==> src/rtl/lat_release_queue_pkg.sv <==
// Shared constants for the latency release queue.
package lat_release_queue_pkg;

    localparam int LAT_W_DEFAULT = 4;

endpackage

==> src/rtl/lat_slot.sv <==
// One queue entry: payload register, valid bit and a saturating hold counter
// that counts down to maturity.
module lat_slot
    import lat_release_queue_pkg::*;
#(
    parameter int DW = 32,
    parameter int LW = LAT_W_DEFAULT
) (
    input  logic          clk,
    input  logic          rst,
    input  logic          load_i,
    input  logic          clear_i,
    input  logic          tick_i,
    input  logic [DW-1:0] data_i,
    input  logic [LW-1:0] lat_i,
    output logic          valid_o,
    output logic          mature_o,
    output logic [DW-1:0] data_o
);

    logic          valid_q, valid_d;
    logic [LW-1:0] cnt_q,   cnt_d;
    logic [DW-1:0] data_q,  data_d;

    always_comb begin
        // NOTE: every variable gets its hold value first, so no path can infer a latch.
        valid_d = valid_q;
        cnt_d   = cnt_q;
        data_d  = data_q;
        if (load_i) begin
            // A freshly loaded entry starts counting on the following cycle.
            valid_d = 1'b1;
            cnt_d   = lat_i;
            data_d  = data_i;
        end else begin
            if (clear_i) begin
                valid_d = 1'b0;
            end
            if (tick_i && valid_q && (cnt_q != '0)) begin
                cnt_d = cnt_q - LW'(1);
            end
        end
    end

    // NOTE: state uses non-blocking assignments so every slot samples pre-edge values;
    // the payload register is reset too, keeping the head output defined from reset.
    always_ff @(posedge clk or posedge rst) begin
        if (rst) begin
            valid_q <= 1'b0;
            cnt_q   <= '0;
            data_q  <= '0;
        end else begin
            valid_q <= valid_d;
            cnt_q   <= cnt_d;
            data_q  <= data_d;
        end
    end

    assign valid_o  = valid_q;
    assign mature_o = valid_q && (cnt_q == '0);
    assign data_o   = data_q;

endmodule

==> src/rtl/lat_release_queue.sv <==
// Elastic latency queue: holds each accepted transaction for its own number of
// cycles, then releases in strict FIFO order under valid/ready backpressure.
module lat_release_queue
    import lat_release_queue_pkg::*;
#(
    parameter int DW    = 32,
    parameter int DEPTH = 4,
    parameter int LW    = LAT_W_DEFAULT
) (
    input  logic                     clk,
    input  logic                     rst,
    input  logic                     in_valid,
    output logic                     in_ready,
    input  logic [DW-1:0]            in_data,
    input  logic [LW-1:0]            in_lat,
    output logic                     out_valid,
    input  logic                     out_ready,
    output logic [DW-1:0]            out_data,
    output logic [$clog2(DEPTH):0]   count
);

    localparam int PW = $clog2(DEPTH);
    localparam int CW = PW + 1;

    logic [PW-1:0] wr_ptr_q, wr_ptr_d;
    logic [PW-1:0] rd_ptr_q, rd_ptr_d;
    logic [CW-1:0] count_q,  count_d;

    logic             acc_fire;
    logic             rel_fire;
    logic [DEPTH-1:0] slot_load;
    logic [DEPTH-1:0] slot_clear;
    logic [DEPTH-1:0] slot_valid;
    logic [DEPTH-1:0] slot_mature;
    logic [DW-1:0]    slot_data [DEPTH];

    // Full blocks acceptance even when a release is happening in the same cycle.
    assign in_ready  = !rst && (count_q != CW'(DEPTH));
    assign acc_fire  = in_valid && in_ready;

    assign out_valid = slot_mature[rd_ptr_q];
    assign out_data  = slot_valid[rd_ptr_q] ? slot_data[rd_ptr_q] : '0;
    assign rel_fire  = out_valid && out_ready;
    assign count     = count_q;

    always_comb begin
        slot_load             = '0;
        slot_clear            = '0;
        slot_load[wr_ptr_q]   = acc_fire;
        slot_clear[rd_ptr_q]  = rel_fire;
    end

    always_comb begin
        wr_ptr_d = acc_fire ? wr_ptr_q + PW'(1) : wr_ptr_q;
        rd_ptr_d = rel_fire ? rd_ptr_q + PW'(1) : rd_ptr_q;
        case ({acc_fire, rel_fire})
            2'b10:   count_d = count_q + CW'(1);
            2'b01:   count_d = count_q - CW'(1);
            default: count_d = count_q;
        endcase
    end

    always_ff @(posedge clk or posedge rst) begin
        if (rst) begin
            wr_ptr_q <= '0;
            rd_ptr_q <= '0;
            count_q  <= '0;
        end else begin
            wr_ptr_q <= wr_ptr_d;
            rd_ptr_q <= rd_ptr_d;
            count_q  <= count_d;
        end
    end

    // Every slot matures independently of its position, so waiting entries
    // behind a slow head drain back-to-back once it leaves.
    for (genvar g = 0; g < DEPTH; g++) begin : g_slot
        lat_slot #(
            .DW (DW),
            .LW (LW)
        ) u_slot (
            .clk      (clk),
            .rst      (rst),
            .load_i   (slot_load[g]),
            .clear_i  (slot_clear[g]),
            .tick_i   (1'b1),
            .data_i   (in_data),
            .lat_i    (in_lat),
            .valid_o  (slot_valid[g]),
            .mature_o (slot_mature[g]),
            .data_o   (slot_data[g])
        );
    end

endmodule

==> config.mk <==
export PLATFORM = sky130hd
export DESIGN_NAME = lat_release_queue
export DESIGN_NICKNAME = d
export VERILOG_FILES = /design/src/rtl/lat_release_queue_pkg.sv /design/src/rtl/lat_slot.sv /design/src/rtl/lat_release_queue.sv
export SDC_FILE = /design/constraint.sdc
export NUM_CORES = 1
export LEC_CHECK = 0
export BUFFER_PORTS_ARGS = -buffer_cell sky130_fd_sc_hd__buf_2
export CAP_MARGIN = 20
export CORE_MARGIN = 3
export CORE_UTILIZATION = 64
export DETAILED_ROUTE_END_ITERATION = 7
export PLACE_DENSITY = 0.82
export SKIP_CTS_REPAIR_TIMING = 1
export SLEW_MARGIN = 20
export SYNTH_ARGS = -nofsm -noshare
export SYNTH_HDL_FRONTEND = slang
export SYNTH_SLANG_ARGS = --single-unit
==> constraint.sdc <==
create_clock -name clk -period 13.05 [get_ports clk]
set_input_delay 1.305 -clock clk [delete_from_list [all_inputs] [get_ports clk]]
set_output_delay 1.305 -clock clk [all_outputs]
set_load 0.005 [all_outputs]
==> metrics.md <==
| Metric | Value |
|---|---|
| CP max FO | 40 |
| Max Cap Viol | 0 |
| Post-route cell area | 8500 um^2 |
| Pwr dens | 262 nW/um^2 |
| Outcome | finished, final reports clean |
| Async SR Flop Fraction | 100% |
| Number of CTS-inserted buffers | 17 |
| Grt peak-use layer | met2 |
| CP Cell Sequence | mux2_2, o21ai_4, nor2b_1, buf_2 |
| Final Non-Filler Cells | 741 |
| Initial antenna violation count | 1 |
| Yosys reg bits | 155 |
| GRT met2 Usage | 43.4% |
| Most common flop cell mapped by yosys | dfrtp_1 |
| Post-DP HPWL | 9310 um |
| Endpoint type of the worst setup path | output port |
| Post-Synthesis Cells | 514 |
| Final setup skew | 0.00710 ns |
| Tmin final | 4.30 ns |
| Final Max Slew Viols | 0 |
| Final #Nets | 646 |
| Clock Latency Late Sink | 0.42 ns |
| Worst r2r src | rd_ptr_q[1]$_DFFE_PP0P_ |
| Leak Pwr | 3.87 nW |
| Synthesized area | 7410 um^2 |
| R2R depth | 8 |
| CP required | 11.74 ns |
| Critical path's slowest cell | dfrtp_2 |
| Syn Area/Cell | 14.4 um^2 |
| Global route overflow | 0 |
| WL per Instance | 20.4 um |
| Vias | 4442 |
| Global-route wire length before repair | 25200 um |
| CP peak stage delay | 1.05 ns |
| Rows | 38 |
| Clock Tree Buf Depth | 2 |
| Buffers on Ports | 76 |
| Fin. Hold Viols | 0 |
| Peak VDD IR | 0.164 mV |
| Clock sink count | 155 |
| Critical Path Source Type | register |
| Sw frac | 31.3% |
| DR pass1 iterations | 4 |
| Starting DRC count in detailed routing | 341 |
| RePlAce Congestion | 0.830 |
| Initial Utilization | 66.9% |
| Syn_nets | 572 |
| # setup viols final | 0 |
| CTS tree | yes |
| N_diodes | 0 |
| FF-to-FF End | count[2]$_DFFE_PP0P_ |
| Htree depth | 4 |
| Placed Cells | 709 |
| Layout area overhead | 14.7% |
| Slew HR | 28.5% |
| Clock root buffer | clkbuf_16 |
| Gate power share | 38.0% |
| Synth warn | 0 |
| Post-synth EDFFs | 0 |
| Switching power | 0.697 mW |
| DRT antenna net count | 0 |
| Final Cycle Share | 32.9% |
| Vias in the first global route | 4897 |
| Class of the worst hold path | register to register |
| Post-synthesis sequential area ratio | 52.3% |
| Core Region | 11100 um^2 |
| Met1 Resource Use GR | 32.1% |
| Crit path from | rd_ptr_q[1]$_DFFE_PP0P_ |
| CTS clock-pin slew for the worst setup and hold paths | 0.06 ns |
| Post-DP Area | 7900 um^2 |
| Die area | 12900 um^2 |
| Vias per inst | 5.99 |
| Die X | 114 um |
| RSZ-0062 raised after global routing | no |
| Die Y | 114 um |
| Final setup TNS | 0 ns |
| DRC viols | 0 |
| Hold WS | 0.488 ns |
| Drt total wl | 15100 um |
| WP data arrival | 2.99 ns |
| Hold path depth | 1 |
| Sequential power share | 39.5% |
| Int Power | 1.53 mW |
| Clock power share | 22.5% |
| Largest net degree at the start of global routing | 96 |
| # IOs | 77 |
| Worst setup path class | register to output port |
| Ratio of cells with drive above 1 in the final layout | 43.3% |
| Flop-to-flop setup slack | 9.88 ns |
| End of the critical path | out_data[0] |
| Post-synth cell types | 35 |
| GRT Total Usage | 25.5% |
| Worst slew pin tran | 1.07 ns |
| Met3 Use GR | 6.74% |
| Max Freq | 0.233 GHz |
## routing by layer
layer	vias up	routed length (um)
met5	-	7
met4	2	219
met3	23	829
met2	114	7870
met1	2304	6210
li1	1999	-
## critical path: cells and delay by family (launching register included)
family	cells	cell delay [ns]
AOI/OAI and AO/OA	1	0.75
buffers and inverters	1	0.18
DFF	1	1.05
muxes	1	0.44
and+or+nand+nor	1	0.15
## cell families after synthesis
logic type | after synthesis | share of synthesized area [%]
buffers and inverters | 46 | 2.77
XOR/XNOR | 16 | 1.89
adder cells (fa/ha/maj) | 18 | 3.14
multiplexers | 171 | 30.8
AND/OR/NAND/NOR | 82 | 6.15
AO/OA/AOI/OAI | 26 | 2.94
flip-flops | 155 | 52.3
## worst min-delay path by stage
stage | start | slack, ns | endpoint
after floorplan | g_slot[1].u_slot.data_o[28]$_DFFE_PP0P_ | 0.46 | g_slot[1].u_slot.data_o[28]$_DFFE_PP0P_
after global placement | g_slot[3].u_slot.data_o[12]$_DFFE_PP0P_ | 0.47 | g_slot[3].u_slot.data_o[12]$_DFFE_PP0P_
after detailed placement | g_slot[0].u_slot.data_o[21]$_DFFE_PP0P_ | 0.48 | g_slot[0].u_slot.data_o[21]$_DFFE_PP0P_
after CTS | g_slot[1].u_slot.data_o[30]$_DFFE_PP0P_ | 0.49 | g_slot[1].u_slot.data_o[30]$_DFFE_PP0P_
after global routing | g_slot[1].u_slot.data_o[30]$_DFFE_PP0P_ | 0.49 | g_slot[1].u_slot.data_o[30]$_DFFE_PP0P_
final | g_slot[1].u_slot.data_o[30]$_DFFE_PP0P_ | 0.49 | g_slot[1].u_slot.data_o[30]$_DFFE_PP0P_
## cell usage after synthesis, types with 3 or more instances
cell type	n	share of area [%]
nand2_1	9	0.46
buf_2	23	1.6
a31oi_1	4	0.34
xor2_1	10	1.2
nand3_1	8	0.54
a21oi_1	13	0.88
inv_1	19	0.96
mux2_2	108	16
nor2b_1	35	3.0
mux2_1	26	4.0
mux2i_1	5	0.68
or3b_1	4	0.47
mux4_2	32	9.7
ha_1	17	2.9
dfrtp_1	155	52
nor3_1	4	0.27
xnor2_1	6	0.71
clkbuf_1	3	0.15
nor2_1	14	0.71
nand4_1	4	0.34
## power by group through the flow
stage,clock network [mW],logic [mW],registers (mW)
global placement,0,0.803,0.860
global route,0.528,0.928,0.913
CTS,0.507,0.858,0.881
floorplan,0,0.647,0.815
finish,0.501,0.846,0.881
detailed placement,0,0.841,0.883
## state kept, by name, indices dropped and copies added, names as in the netlist
| name | flops |
|---|---|
| rd_ptr_q | 2 |
| g_slot.u_slot.data_o | 128 |
| wr_ptr_q | 2 |
| g_slot.u_slot.cnt_q | 16 |
| g_slot.u_slot.valid_o | 4 |
| count | 3 |
## placed cells by master (no fill, tap or decap), drive strengths merged
| cell type | instances |
|---|---|
| mux2 | 134 |
| inv | 19 |
| or3b | 5 |
| xor2 | 10 |
| o21bai | 1 |
| a31oi | 4 |
| nand3 | 8 |
| nand2 | 9 |
| o221a | 1 |
| mux2i | 5 |
| a21oi | 13 |
| nor2 | 14 |
| a311o | 1 |
| o211ai | 1 |
| clkinv | 5 |
| xnor2 | 6 |
| clkinvlp | 2 |
| dfrtp | 155 |
| mux4 | 32 |
| and2 | 2 |
| ha | 17 |
| buf | 82 |
| o21ai | 1 |
| nor2b | 35 |
| o21a | 1 |
| nand2b | 1 |
| nand4 | 4 |
| o32a | 1 |
| bufinv | 3 |
| a211oi | 1 |
| clkbuf | 22 |
| a2111oi | 1 |
| fa | 1 |
| nor3 | 4 |
## layout make-up
| cell class | instances | area, um^2 |
|---|---|---|
| clock buffers | 22 | 464 |
| flip-flops and latches | 155 | 3880 |
| repair buffers | 82 | 425 |
| multi-input cells | 313 | 3340 |
| clock inverters | 10 | 141 |
| fillers | 653 | 2580 |
| inverters | 19 | 76.3 |
| well taps | 140 | 175 |
## through the flow
step                worst slack [ns]  util (%)  total power [mW]
floorplan                       6.73         -              1.46
CTS                             8.72      76.7              2.25
global placement                9.22      71.3              1.66
global route                    8.52      76.7              2.37
finish                          8.75      76.7              2.23
detailed placement              9.15      71.3              1.72
No activity file was read; power rests on OpenSTA's default activity.
